## config.mk

```make
export PLATFORM = sky130hd
export DESIGN_NAME = conv_layer_ctrl
export DESIGN_NICKNAME = d
export VERILOG_FILES = /design/src/rtl/conv_ctrl_pkg.sv /design/src/rtl/conv_ctrl_rdseq.sv /design/src/rtl/conv_layer_ctrl.sv
export SDC_FILE = /design/constraint.sdc
export NUM_CORES = 1
export LEC_CHECK = 0
export ABC_AREA = 1
export BUFFER_PORTS_ARGS = -buffer_cell sky130_fd_sc_hd__buf_2
export CORE_AREA = 2 2 150 152
export CTS_CLUSTER_SIZE = 28
export DETAILED_ROUTE_END_ITERATION = 10
export DIE_AREA = 0 0 152 154
export GPL_ROUTABILITY_DRIVEN = 0
export HOLD_SLACK_MARGIN = 0.08
export SYNTH_ARGS = -nofsm -noshare
export SYNTH_HDL_FRONTEND = slang
export SYNTH_HIERARCHICAL = 1
export SYNTH_SLANG_ARGS = --single-unit
```

## constraint.sdc

```tcl
create_clock -name clk -period 2.1 [get_ports clk]
set_input_delay 0.21 -clock clk [delete_from_list [all_inputs] [get_ports clk]]
set_output_delay 0.21 -clock clk [all_outputs]
set_load 0.02 [all_outputs]
```

## src/rtl/conv_ctrl_pkg.sv

```systemverilog
// Shared definitions for the convolution layer controller: state encoding and layer sizing.
// Latency: none (types and constant functions only).
// Backpressure: not applicable.
package conv_ctrl_pkg;

  typedef enum logic [2:0] {
    S_IDLE   = 3'd0,
    S_LOAD   = 3'd1,
    S_KWAIT  = 3'd2,
    S_STREAM = 3'd3,
    S_DRAIN  = 3'd4,
    S_DONE   = 3'd5
  } state_e;

  // Weight words per layer: a 3x3 kernel per channel per filter, plus one bias per filter.
  function automatic int calc_nk(input int chanel, input int filter);
    return 9 * chanel * filter + filter;
  endfunction

  // Pixels per image.
  function automatic int calc_np(input int width, input int height);
    return width * height;
  endfunction

endpackage

```

## src/rtl/conv_ctrl_rdseq.sv

```systemverilog
// Counted read sequencer: issues N read strobes with addresses 0..N-1 after a go pulse.
// Latency: first strobe the cycle after go_i; last_o flags the N-th strobe.
// Backpressure: pause_i suppresses the strobe combinationally; the address holds until the read is issued.
module conv_ctrl_rdseq #(
  parameter int N  = 16,
  parameter int AW = 8
) (
  input  logic          clk_i,
  input  logic          rst_i,
  input  logic          go_i,
  input  logic          pause_i,
  output logic          rd_o,
  output logic [AW-1:0] addr_o,
  output logic          last_o
);

  logic          active_q;
  logic [AW-1:0] cnt_q;

  assign rd_o   = active_q & ~pause_i;
  assign addr_o = cnt_q;
  assign last_o = rd_o && (cnt_q == AW'(N - 1));

  // Arm on go, advance on every issued read, disarm and rewind after the last one.
  always_ff @(posedge clk_i or posedge rst_i) begin
    if (rst_i) begin
      active_q <= 1'b0;
      cnt_q    <= '0;
    end else if (go_i) begin
      active_q <= 1'b1;
      cnt_q    <= '0;
    end else if (rd_o) begin
      if (last_o) begin
        active_q <= 1'b0;
        cnt_q    <= '0;
      end else begin
        cnt_q <= cnt_q + AW'(1);
      end
    end
  end

endmodule

```

## src/rtl/conv_layer_ctrl.sv

```systemverilog
// Layer pass controller: loads weights (unless skipped), streams the image, waits for the array to finish.
// Latency: first read the cycle after start; load_kernel/data_valid_in trail their read strobes by one cycle.
// Backpressure: pause stalls pixel issue cycle by cycle; CONV_CTRL_WDOG_EN adds a watchdog on the two wait states.
module conv_layer_ctrl
  import conv_ctrl_pkg::*;
#(
  parameter int WIDTH   = 16,
  parameter int HEIGHT  = 16,
  parameter int CHANEL  = 4,
  parameter int FILTER  = 8,
  parameter int KADDR_W = 9,
  parameter int PADDR_W = 8
`ifdef CONV_CTRL_WDOG_EN
  ,
  parameter int WDOG_CYCLES = 4096
`endif
) (
  input  logic                  clk,
  input  logic                  reset,
  input  logic                  start,
  input  logic                  skip_kernel,
  input  logic                  pause,
  output logic                  busy,
  output logic                  layer_done,
  output logic                  w_rd,
  output logic [KADDR_W-1:0]    w_addr,
  input  logic [31:0]           w_data,
  output logic                  load_kernel,
  output logic [31:0]           kernel,
  input  logic                  load_kernel_done,
  output logic                  px_rd,
  output logic [PADDR_W-1:0]    px_addr,
  input  logic [32*CHANEL-1:0]  px_data,
  output logic                  data_valid_in,
  output logic [32*CHANEL-1:0]  conv_data,
  input  logic                  conv_valid_out,
  input  logic                  done_img,
  output logic [31:0]           out_count
`ifdef CONV_CTRL_WDOG_EN
  ,
  output logic                  wdog_err
`endif
);

  localparam int NK = calc_nk(CHANEL, FILTER);
  localparam int NP = calc_np(WIDTH, HEIGHT);

  state_e      state_q;
  logic        busy_q, layer_done_q, done_seen_q;
  logic        load_kernel_q, data_valid_q;
  logic [31:0] out_count_q;
  logic        w_go, px_go, w_last, px_last, img_ok, wdog_fire;

  assign w_go   = (state_q == S_IDLE) && start && !skip_kernel;
  assign px_go  = ((state_q == S_IDLE) && start && skip_kernel) ||
                  ((state_q == S_KWAIT) && load_kernel_done);
  // An image-complete pulse seen while pixels were still going out counts as arrived.
  assign img_ok = done_img | done_seen_q;

  conv_ctrl_rdseq #(.N(NK), .AW(KADDR_W)) u_wseq (
    .clk_i(clk), .rst_i(reset), .go_i(w_go), .pause_i(1'b0),
    .rd_o(w_rd), .addr_o(w_addr), .last_o(w_last)
  );

  conv_ctrl_rdseq #(.N(NP), .AW(PADDR_W)) u_pseq (
    .clk_i(clk), .rst_i(reset), .go_i(px_go), .pause_i(pause),
    .rd_o(px_rd), .addr_o(px_addr), .last_o(px_last)
  );

`ifdef CONV_CTRL_WDOG_EN
  logic [31:0] wdog_cnt_q;
  logic        wdog_err_q;

  assign wdog_fire = (wdog_cnt_q == 32'(WDOG_CYCLES - 1)) &&
                     (((state_q == S_KWAIT) && !load_kernel_done) ||
                      ((state_q == S_DRAIN) && !img_ok));
  assign wdog_err  = wdog_err_q;

  // Count consecutive cycles parked in a wait state; the error flag stays set until reset.
  always_ff @(posedge clk or posedge reset) begin
    if (reset) begin
      wdog_cnt_q <= '0;
      wdog_err_q <= 1'b0;
    end else begin
      wdog_cnt_q <= ((state_q == S_KWAIT) || (state_q == S_DRAIN)) ? wdog_cnt_q + 32'd1 : '0;
      if (wdog_fire) wdog_err_q <= 1'b1;
    end
  end
`else
  assign wdog_fire = 1'b0;
`endif

  // The strobes are registered so they line up with the word the memory returns one cycle after the read.
  assign load_kernel   = load_kernel_q;
  assign kernel        = load_kernel_q ? w_data : '0;
  assign data_valid_in = data_valid_q;
  assign conv_data     = data_valid_q ? px_data : '0;
  assign busy          = busy_q;
  assign layer_done    = layer_done_q;
  assign out_count     = out_count_q;

  // Pass sequencing, status outputs and output-beat counting.
  always_ff @(posedge clk or posedge reset) begin
    if (reset) begin
      state_q       <= S_IDLE;
      busy_q        <= 1'b0;
      layer_done_q  <= 1'b0;
      done_seen_q   <= 1'b0;
      load_kernel_q <= 1'b0;
      data_valid_q  <= 1'b0;
      out_count_q   <= '0;
    end else begin
      load_kernel_q <= w_rd;
      data_valid_q  <= px_rd;
      if (busy_q && conv_valid_out) out_count_q <= out_count_q + 32'd1;
      case (state_q)
        S_IDLE: begin
          if (start) begin
            busy_q      <= 1'b1;
            out_count_q <= '0;
            done_seen_q <= 1'b0;
            state_q     <= skip_kernel ? S_STREAM : S_LOAD;
          end
        end
        S_LOAD: begin
          if (w_last) state_q <= S_KWAIT;
        end
        S_KWAIT: begin
          if (load_kernel_done) begin
            state_q <= S_STREAM;
          end else if (wdog_fire) begin
            state_q      <= S_DONE;
            layer_done_q <= 1'b1;
          end
        end
        S_STREAM: begin
          if (done_img) done_seen_q <= 1'b1;
          if (px_last) state_q <= S_DRAIN;
        end
        S_DRAIN: begin
          if (img_ok || wdog_fire) begin
            state_q      <= S_DONE;
            layer_done_q <= 1'b1;
          end
        end
        S_DONE: begin
          layer_done_q <= 1'b0;
          busy_q       <= 1'b0;
          state_q      <= S_IDLE;
        end
        default: state_q <= S_IDLE;
      endcase
    end
  end

endmodule

```

==> results.py, run 1 <==
metrics = {
    "clocking": {
        "htreeDepth": 3,
        "numCtsBuffers": 9,
        "cts_root_buf": "clkbuf_16",
        "clock-sinks": 59,
        "cts_resized": 0,
        "hold_buffers": 1,
        "post_cts_buffers": 0,
        "clock_latency_ns": 0.33,
        "clk_path_buf_depth": 2,
        "cts_tree": "done",
        "clk_pin_slew_ns": 0.05,
    },
    "floorplan": {
        "die_x_um": 152,
        "start_util_pct": 21.78,
        "core_area_um2": 21690,
        "pin_count": 383,
        "row_count": 54,
        "dieArea_um2": 23410,
        "die_h_um": 154,
    },
    "placed_design": {
        "hpwl_mm": 19.88,
        "io_buffers": 382,
    },
    "hold_path": {
        "min-delay-start": "pause",
        "hold_path.class": "input port to flop",
        "worstHoldEndpoint": "data_valid_in$_DFF_PP0_",
        "hold_depth": 2,
    },
    "layout": {
        "seq_area_um2": 1480,
        "fillers": 2457,
        "layout-drive-gt1-share_pct": 36.52,
        "multi_input_area_um2": 2290,
        "fin_nets": 1368,
        "syn2layout_area_growth_pct": 54.57,
    },
    "critical_path": {
        "reg2reg_from": "state_q[0]$_DFFE_PP0P_",
        "cp.arrival_ns": 1.75,
        "critPathBufInv": 3,
        "worstReg2RegEnd": "u_wseq/addr_o[5]$_DFFE_PP0P_",
        "reg2reg_depth": 11,
        "cp_slowest_stage_delay_ns": 0.78,
        "path_class": "flop to primary output",
        "path_max_fanout": 56,
        "required_ns": 1.89,
        "critical_path.cell_chain": "buf_12 -> nand2_1 -> inv_1 -> buf_2",
        "endpoint_kind": "primary output",
        "cp_top_family": "flip-flops",
        "r2r_setup_slack_ns": 0.29,
        "crit_path_start_kind": "flop",
        "crit_slowest_cell": "dfrtp_4",
    },
    "timing": {
        "relSlewSlack_pct": 61.49,
        "hold_viol": 0,
        "tightest_slew_ns": 0.5776,
        "setup_viol": 0,
        "finalMaxSlewViolations": 0,
        "period_share_pct": 93.35,
        "finalClockSkew_ns": 0.007257,
        "fmax_mhz": 510.1,
        "tns_ns": 0,
        "min_period_ns": 1.960,
        "hold-worst-slack_ns": 0.1294,
        "grt_setup_unrepaired": "no",
    },
    "synth": {
        "yosysTopAreaCell": "dfrtp_1",
        "synth_area_um2": 4723,
        "yosysSeqAreaShare_pct": 31.26,
        "avgSynthCellArea_um2": 5.774,
        "ys_warn_count": 6,
        "synth_top_area_share_pct": 31.26,
        "synth_seq_cells": 59,
        "syn_inst": 818,
        "synthTopCellsByArea": "dfrtp_1 31%, nand2_1 21%, inv_1 18%",
        "synth.distinct_cells": 35,
    },
    "detailed_routing": {
        "drt-initial-drc-count": 453,
        "dr_total_vias": 6153,
        "post-route-drc-count": 0,
        "avgRoutedWirePerCell_um": 15.41,
        "final_antenna_net_count": 0,
        "routed_wl_mm": 22.99,
        "viasPerCell": 4.124,
        "drtPass1Iterations": 4,
    },
    "pwr": {
        "leakagePower_nw": 5.128,
        "pwr_density_cell_nw_per_um2": 697.2,
        "peakVddDrop_mv": 0.6187,
    },
    "global_route": {
        "groute.usage.overall_pct": 19.11,
        "grt_pass1_wl_mm": 34.93,
        "grt_antenna_before_repair": 23,
        "grt_max_degree": 57,
        "grt_pass1_vias": 5882,
        "overflow": 0,
    },
    "flow_run": {
        "max_cap_viol_count": 0,
    },
    "run_status": {
        "outcome": "finished, final reports clean",
    },
}
-- area by class of cell --
| class | instances | share of cell area (%) |
|---|---|---|
| antenna | 10 | 0.3428 |
| clock buffer | 12 | 3.376 |
| clock inverter | 4 | 0.6855 |
| inverter | 233 | 11.98 |
| multi-input combinational | 506 | 31.36 |
| sequential | 59 | 20.27 |
| tap | 280 | 4.799 |
| timing repair buffer | 388 | 27.18 |
-- through the flow --
step / util [%] / instances / worst slack (ns) / total power [mW] / area [um2]
after floorplan: - / 819 / 0.3879 / 2.835 / 4727
after global routing: 33.57 / 1484 / 0.007056 / 5.462 / 7281
final: 33.66 / 1492 / 0.1397 / 5.090 / 7301
after CTS: 33.55 / 1482 / 0.1533 / 5.153 / 7276
after detailed placement: 32.13 / 1465 / 0.3405 / 3.637 / 6969
after global placement: 32.13 / 1465 / 0.4316 / 3.615 / 6969
-- power breakdown --
part	total, mW	leakage, nW	internal [mW]	switching (mW)
combinational	2.05	4.21	0.691	1.35
sequential	1.56	0.776	1.33	0.237
clock	1.48	0.139	0.949	0.533
-- registers in the layout, summed over array words and instances (netlist names) --
signal           flops
u_pseq/active_q      1
u_pseq/addr_o        8
layer_done           1
data_valid_in        1
u_wseq/active_q      1
done_seen_q          1
state_q              3
busy                 1
out_count           32
load_kernel          1
u_wseq/addr_o        9
-- how the worst max path moves through the flow --
stage,startpoint,to,slack (ns),depth (start not counted)
final,data_valid_in$_DFF_PP0_,conv_data[127],0.14,4
after CTS,data_valid_in$_DFF_PP0_,conv_data[127],0.15,4
after global placement,state_q[0]$_DFFE_PP0P_,u_wseq/addr_o[5]$_DFFE_PP0P_,0.43,11
after floorplan,state_q[0]$_DFFE_PP0P_,u_wseq/addr_o[6]$_DFFE_PP0P_,0.39,11
after detailed placement,state_q[0]$_DFFE_PP0P_,u_wseq/addr_o[6]$_DFFE_PP0P_,0.34,11
after global routing,state_q[0]$_DFFE_PP0P_,u_wseq/addr_o[6]$_DFFE_PP0P_,0.007,11
-- routing by layer --
metal,track usage (%),vias to the layer above,wire length (um)
met3,9.780,23,2985
met5,0,-,77
met2,27.46,254,9495
met4,4.228,12,201
li1,-,3127,-
met1,25.49,2737,10230
-- kinds of logic (layout without fill, tap and decap cells) --
group	count (synthesis)	count (layout)	share of synthesized area [%]
AO/OA/AOI/OAI	53	53	6.411
XOR/XNOR	3	3	0.5564
adder cells (fa/ha/maj)	3	3	0.7948
buffers and inverters	254	637	20.34
flip-flops	59	59	31.26
other	1	12	0.07939
AND/OR/NAND/NOR	445	445	40.56
-- placed cells by master, fill, tap and decap left out, types with 2 or more instances in the layout --
master,count
a21oi_1,20
buf_12,2
buf_2,382
buf_4,3
clkbuf_1,2
clkbuf_16,9
clkinvlp_4,2
conb_1,2
dfrtp_1,58
diode_2,10
ha_1,3
inv_1,227
inv_2,6
nand2_1,268
nand2_2,9
nand2_4,2
nand3_1,27
nand3_2,3
nand3b_1,3
nand4_1,14
nor2_1,93
nor2_2,5
nor2_4,10
nor3_1,7
nor3b_1,2
o21ai_0,20
o21ai_1,3
o31ai_1,2
xor2_1,3
-- Yosys cell counts --
cell,instances
a21oi_1,20
nand2_4,2
nand3_1,27
buf_4,1
nor2_2,5
dfrtp_1,59
o21ai_4,1
nand2_1,268
o211ai_1,1
o22ai_1,1
and2_1,1
and3_1,1
nor3_1,7
o21a_1,1
o21bai_1,1
o21ai_0,20
xor2_1,3
o21ai_2,1
conb_1,1
inv_2,6
nand4_1,14
nor2_4,10
nor2_1,93
buf_2,3
a32o_1,1
nand3_2,3
ha_1,3
nor3b_1,2
o21ai_1,3
nand2_2,9
inv_1,227
clkbuf_1,17
o31ai_1,2
nand3b_1,3
o32ai_1,1
(Power assumes the default switching activity.)
==> inputs of run 2 (changes only) <==
--- a/config.mk
+++ b/config.mk
@@ -7,13 +7,11 @@
 export LEC_CHECK = 0
 export ABC_AREA = 1
 export BUFFER_PORTS_ARGS = -buffer_cell sky130_fd_sc_hd__buf_2
-export CORE_AREA = 2 2 150 152
+export CORE_AREA = 2 2 149 151
 export CTS_CLUSTER_SIZE = 28
 export DETAILED_ROUTE_END_ITERATION = 10
-export DIE_AREA = 0 0 152 154
+export DIE_AREA = 0 0 151 153
 export GPL_ROUTABILITY_DRIVEN = 0
-export HOLD_SLACK_MARGIN = 0.08
 export SYNTH_ARGS = -nofsm -noshare
 export SYNTH_HDL_FRONTEND = slang
-export SYNTH_HIERARCHICAL = 1
 export SYNTH_SLANG_ARGS = --single-unit
==> run 2 against run 1 <==
Die area down 1.3%. Clock skew down 0.0012 ns. Area after synthesis down 0.21%. Cell area down 0.15%. Fmax up 7.2%. Power up 2.9%. Combinational power up 3%. Sequential power up 6%. Critical path depth unchanged. First-iteration DRC count down 30%. Cell count up 0.94%. Clock power about the same. Largest power group unchanged. Highest routed layer unchanged.
==> results.py, run 2 <==
metrics = {
    "run_status": {
        "outcome": "finished, final reports clean",
    },
    "pwr": {
        "pwr_density_cell_nw_per_um2": 718.6,
        "leakagePower_nw": 5.221,
        "peakVddDrop_mv": 0.7364,
    },
    "synth": {
        "yosys.area_share.simple_pct": 41.60,
        "synth_most_common_cell": "nand2_1",
        "yosysTopAreaCell": "dfrtp_1",
        "synth_edf_count": 0,
        "synth_top_family_by_area": "simple AND/OR/NAND/NOR gates",
        "yosysSeqAreaShare_pct": 31.32,
        "syn_inst": 831,
        "netlist_top_cells_count": "290 x nand2_1, 231 x inv_1, 87 x nor2_1",
        "synth-xor-area-share_pct": 1.301,
        "synthAdderAreaFrac_pct": 0.7964,
        "synth_seq_cells": 59,
        "synth_area_um2": 4713,
        "synth.distinct_cells": 27,
        "ys_warn_count": 0,
        "synthTopCellsByArea": "dfrtp_1 31%, nand2_1 23%, inv_1 18%",
        "avgSynthCellArea_um2": 5.672,
        "synthMuxAreaShare_pct": 0,
        "synth_top_area_share_pct": 31.32,
        "syn_nets": 1002,
        "synth_flop_cell": "dfrtp_1",
        "async_reset_ff_share_pct": 100.0,
        "synth_compound_area_share_pct": 4.194,
    },
    "flow_run": {
        "max_cap_viol_count": 0,
    },
    "critical_path": {
        "path_max_fanout": 58,
        "critPathBufInv": 3,
        "crit_slowest_cell": "dfrtp_4",
        "reg2reg_from": "out_count[0]$_DFF_PP0_",
        "cp_top_family": "flip-flops",
        "required_ns": 1.89,
        "worstReg2RegEnd": "out_count[30]$_DFF_PP0_",
        "endpoint_kind": "primary output",
        "cp.arrival_ns": 1.62,
        "cp_slowest_stage_delay_ns": 0.60,
        "reg2reg_depth": 8,
        "path_class": "flop to primary output",
        "critical_path.endpoint": "conv_data[21]",
        "critical_path.cell_chain": "buf_12 -> nand2_1 -> inv_1 -> buf_2",
        "cp-startpoint": "data_valid_in$_DFF_PP0_",
        "cp.depth": 4,
        "crit_path_start_kind": "flop",
        "r2r_setup_slack_ns": 0.43,
    },
    "layout": {
        "fillers": 2468,
        "syn2layout_area_growth_pct": 54.66,
        "fin_nets": 1381,
        "fin_cells": 1506,
        "finalInstanceArea_um2": 7289,
        "largest_register_ffs": 32,
        "layout-drive-gt1-share_pct": 34.73,
        "seq_area_um2": 1480,
        "final_cell_mix": "382 x buf_2, 290 x nand2_1, 230 x inv_1",
        "multi_input_area_um2": 2257,
        "layout_commonest_cell": "buf_2",
    },
    "global_route": {
        "overflow": 0,
        "grt_antenna_before_repair": 27,
        "grt_pass1_vias": 5845,
        "grt_pass1_wl_mm": 35.42,
        "grt_max_degree": 60,
        "groute.usage.overall_pct": 20.44,
    },
    "timing": {
        "hold_viol": 0,
        "setup_viol": 0,
        "relSlewSlack_pct": 69.28,
        "tns_ns": 0,
        "grt_setup_unrepaired": "no",
        "finalMaxSlewViolations": 0,
        "min_period_ns": 1.829,
        "fmax_mhz": 546.8,
        "period_share_pct": 87.09,
        "tightest_slew_ns": 0.4601,
        "finalClockSkew_ns": 0.006081,
    },
    "clocking": {
        "cts_resized": 0,
        "hold_buffers": 1,
        "htreeDepth": 3,
        "numCtsBuffers": 9,
        "clk_path_buf_depth": 2,
        "cts_root_buf": "clkbuf_16",
        "post_cts_buffers": 0,
        "clock_latency_ns": 0.33,
        "clock-sinks": 59,
        "clk_pin_slew_ns": 0.05,
        "cts_tree": "done",
    },
    "detailed_routing": {
        "post-route-drc-count": 0,
        "avgRoutedWirePerCell_um": 16.36,
        "final_antenna_net_count": 0,
        "drt-initial-drc-count": 316,
        "dr_total_vias": 6326,
        "routed_wl_mm": 24.63,
        "drtPass1Iterations": 7,
        "viasPerCell": 4.201,
    },
    "floorplan": {
        "start_util_pct": 21.94,
        "die_x_um": 151,
        "dieArea_um2": 23100,
        "die_h_um": 153,
        "row_count": 54,
        "pin_count": 383,
        "core_area_um2": 21490,
    },
    "placed_design": {
        "io_buffers": 382,
        "post_dp_cell_area_um2": 6955,
        "placed_cells": 1478,
        "hpwl_mm": 21.44,
    },
    "hold_path": {
        "hold_path.class": "input port to flop",
        "min-delay-start": "done_img",
    },
}
==> run 2: cell types whose count changed in the layout (fill, tap and decap cells not counted), sizes merged, moves of 2 or more <==
cell   previous run  this run
a21oi            20        17
nand4            14        19
nand3            30        50
o31ai             2         0
conb              2         0
buf             387       390
xor2              3         6
o21ai            25        18
nand2           279       294
nor2            108        95
==> run 2: report_power, final <==
group | switching, mW | internal [mW] | total, mW
registers | 0.304 | 1.35 | 1.65
clock network | 0.528 | 0.948 | 1.48
logic | 1.37 | 0.736 | 2.11
total | 2.20 | 3.03 | 5.24
==> run 2: worst min-delay path, delay by kind of cell <==
kind,cells,cell delay [ns]
and+or+nand+nor,1,0.06
buffers and inverters,1,0.08
AOI/OAI and AO/OA,1,0.15
==> run 2: cell type report <==
cell class	count	share of cell area [%]
diodes	11	0.3776
repair buffers	391	27.53
inverters	232	11.95
multi-input cells	517	30.96
clock buffers	12	3.381
flip-flops and latches	59	20.31
well taps	280	4.806
clock inverters	4	0.6866
==> run 2: routing by layer <==
metal | wire, um | GRT usage (%) | vias up
met2 | 10450 | 30.84 | 262
li1 | - | - | 3173
met1 | 10770 | 27.17 | 2832
met4 | 291 | 3.293 | 18
met3 | 3004 | 9.493 | 41
met5 | 121 | 0 | -
==> run 2: kinds of logic (layout without fill, tap and decap cells) <==
logic type / Yosys count / in the layout
buffers and inverters: 255 / 639
xor gates and xnor gates: 7 / 7
DFF: 59 / 59
adders and majority gates: 3 / 3
other: 0 / 11
AOI/OAI and AO/OA: 38 / 38
and+or+nand+nor: 469 / 469
==> run 2: per-stage QoR <==
step	total power [mW]	utilization [%]	hold slack [ns]	setup WS (ns)
after detailed placement	3.788	32.37	0.3034	0.4337
final	5.238	33.93	0.2101	0.2711
after floorplan	2.962	-	0.3709	0.4337
after CTS	5.304	33.80	0.1984	0.2677
after global placement	3.762	32.37	0.3017	0.4950
after global routing	5.639	33.86	0.2107	0.1833
==> run 2: worst min-delay path by stage <==
stage,to,depth (start not counted)
finish,done_seen_q$_DFFE_PP0P_,3
global route,done_seen_q$_DFFE_PP0P_,3
CTS,state_q[2]$_DFFE_PP0P_,4
detailed placement,u_pseq.addr_o[5]$_DFFE_PP0P_,3
global placement,u_wseq.addr_o[5]$_DFFE_PP0P_,3
floorplan,data_valid_in$_DFF_PP0_,1
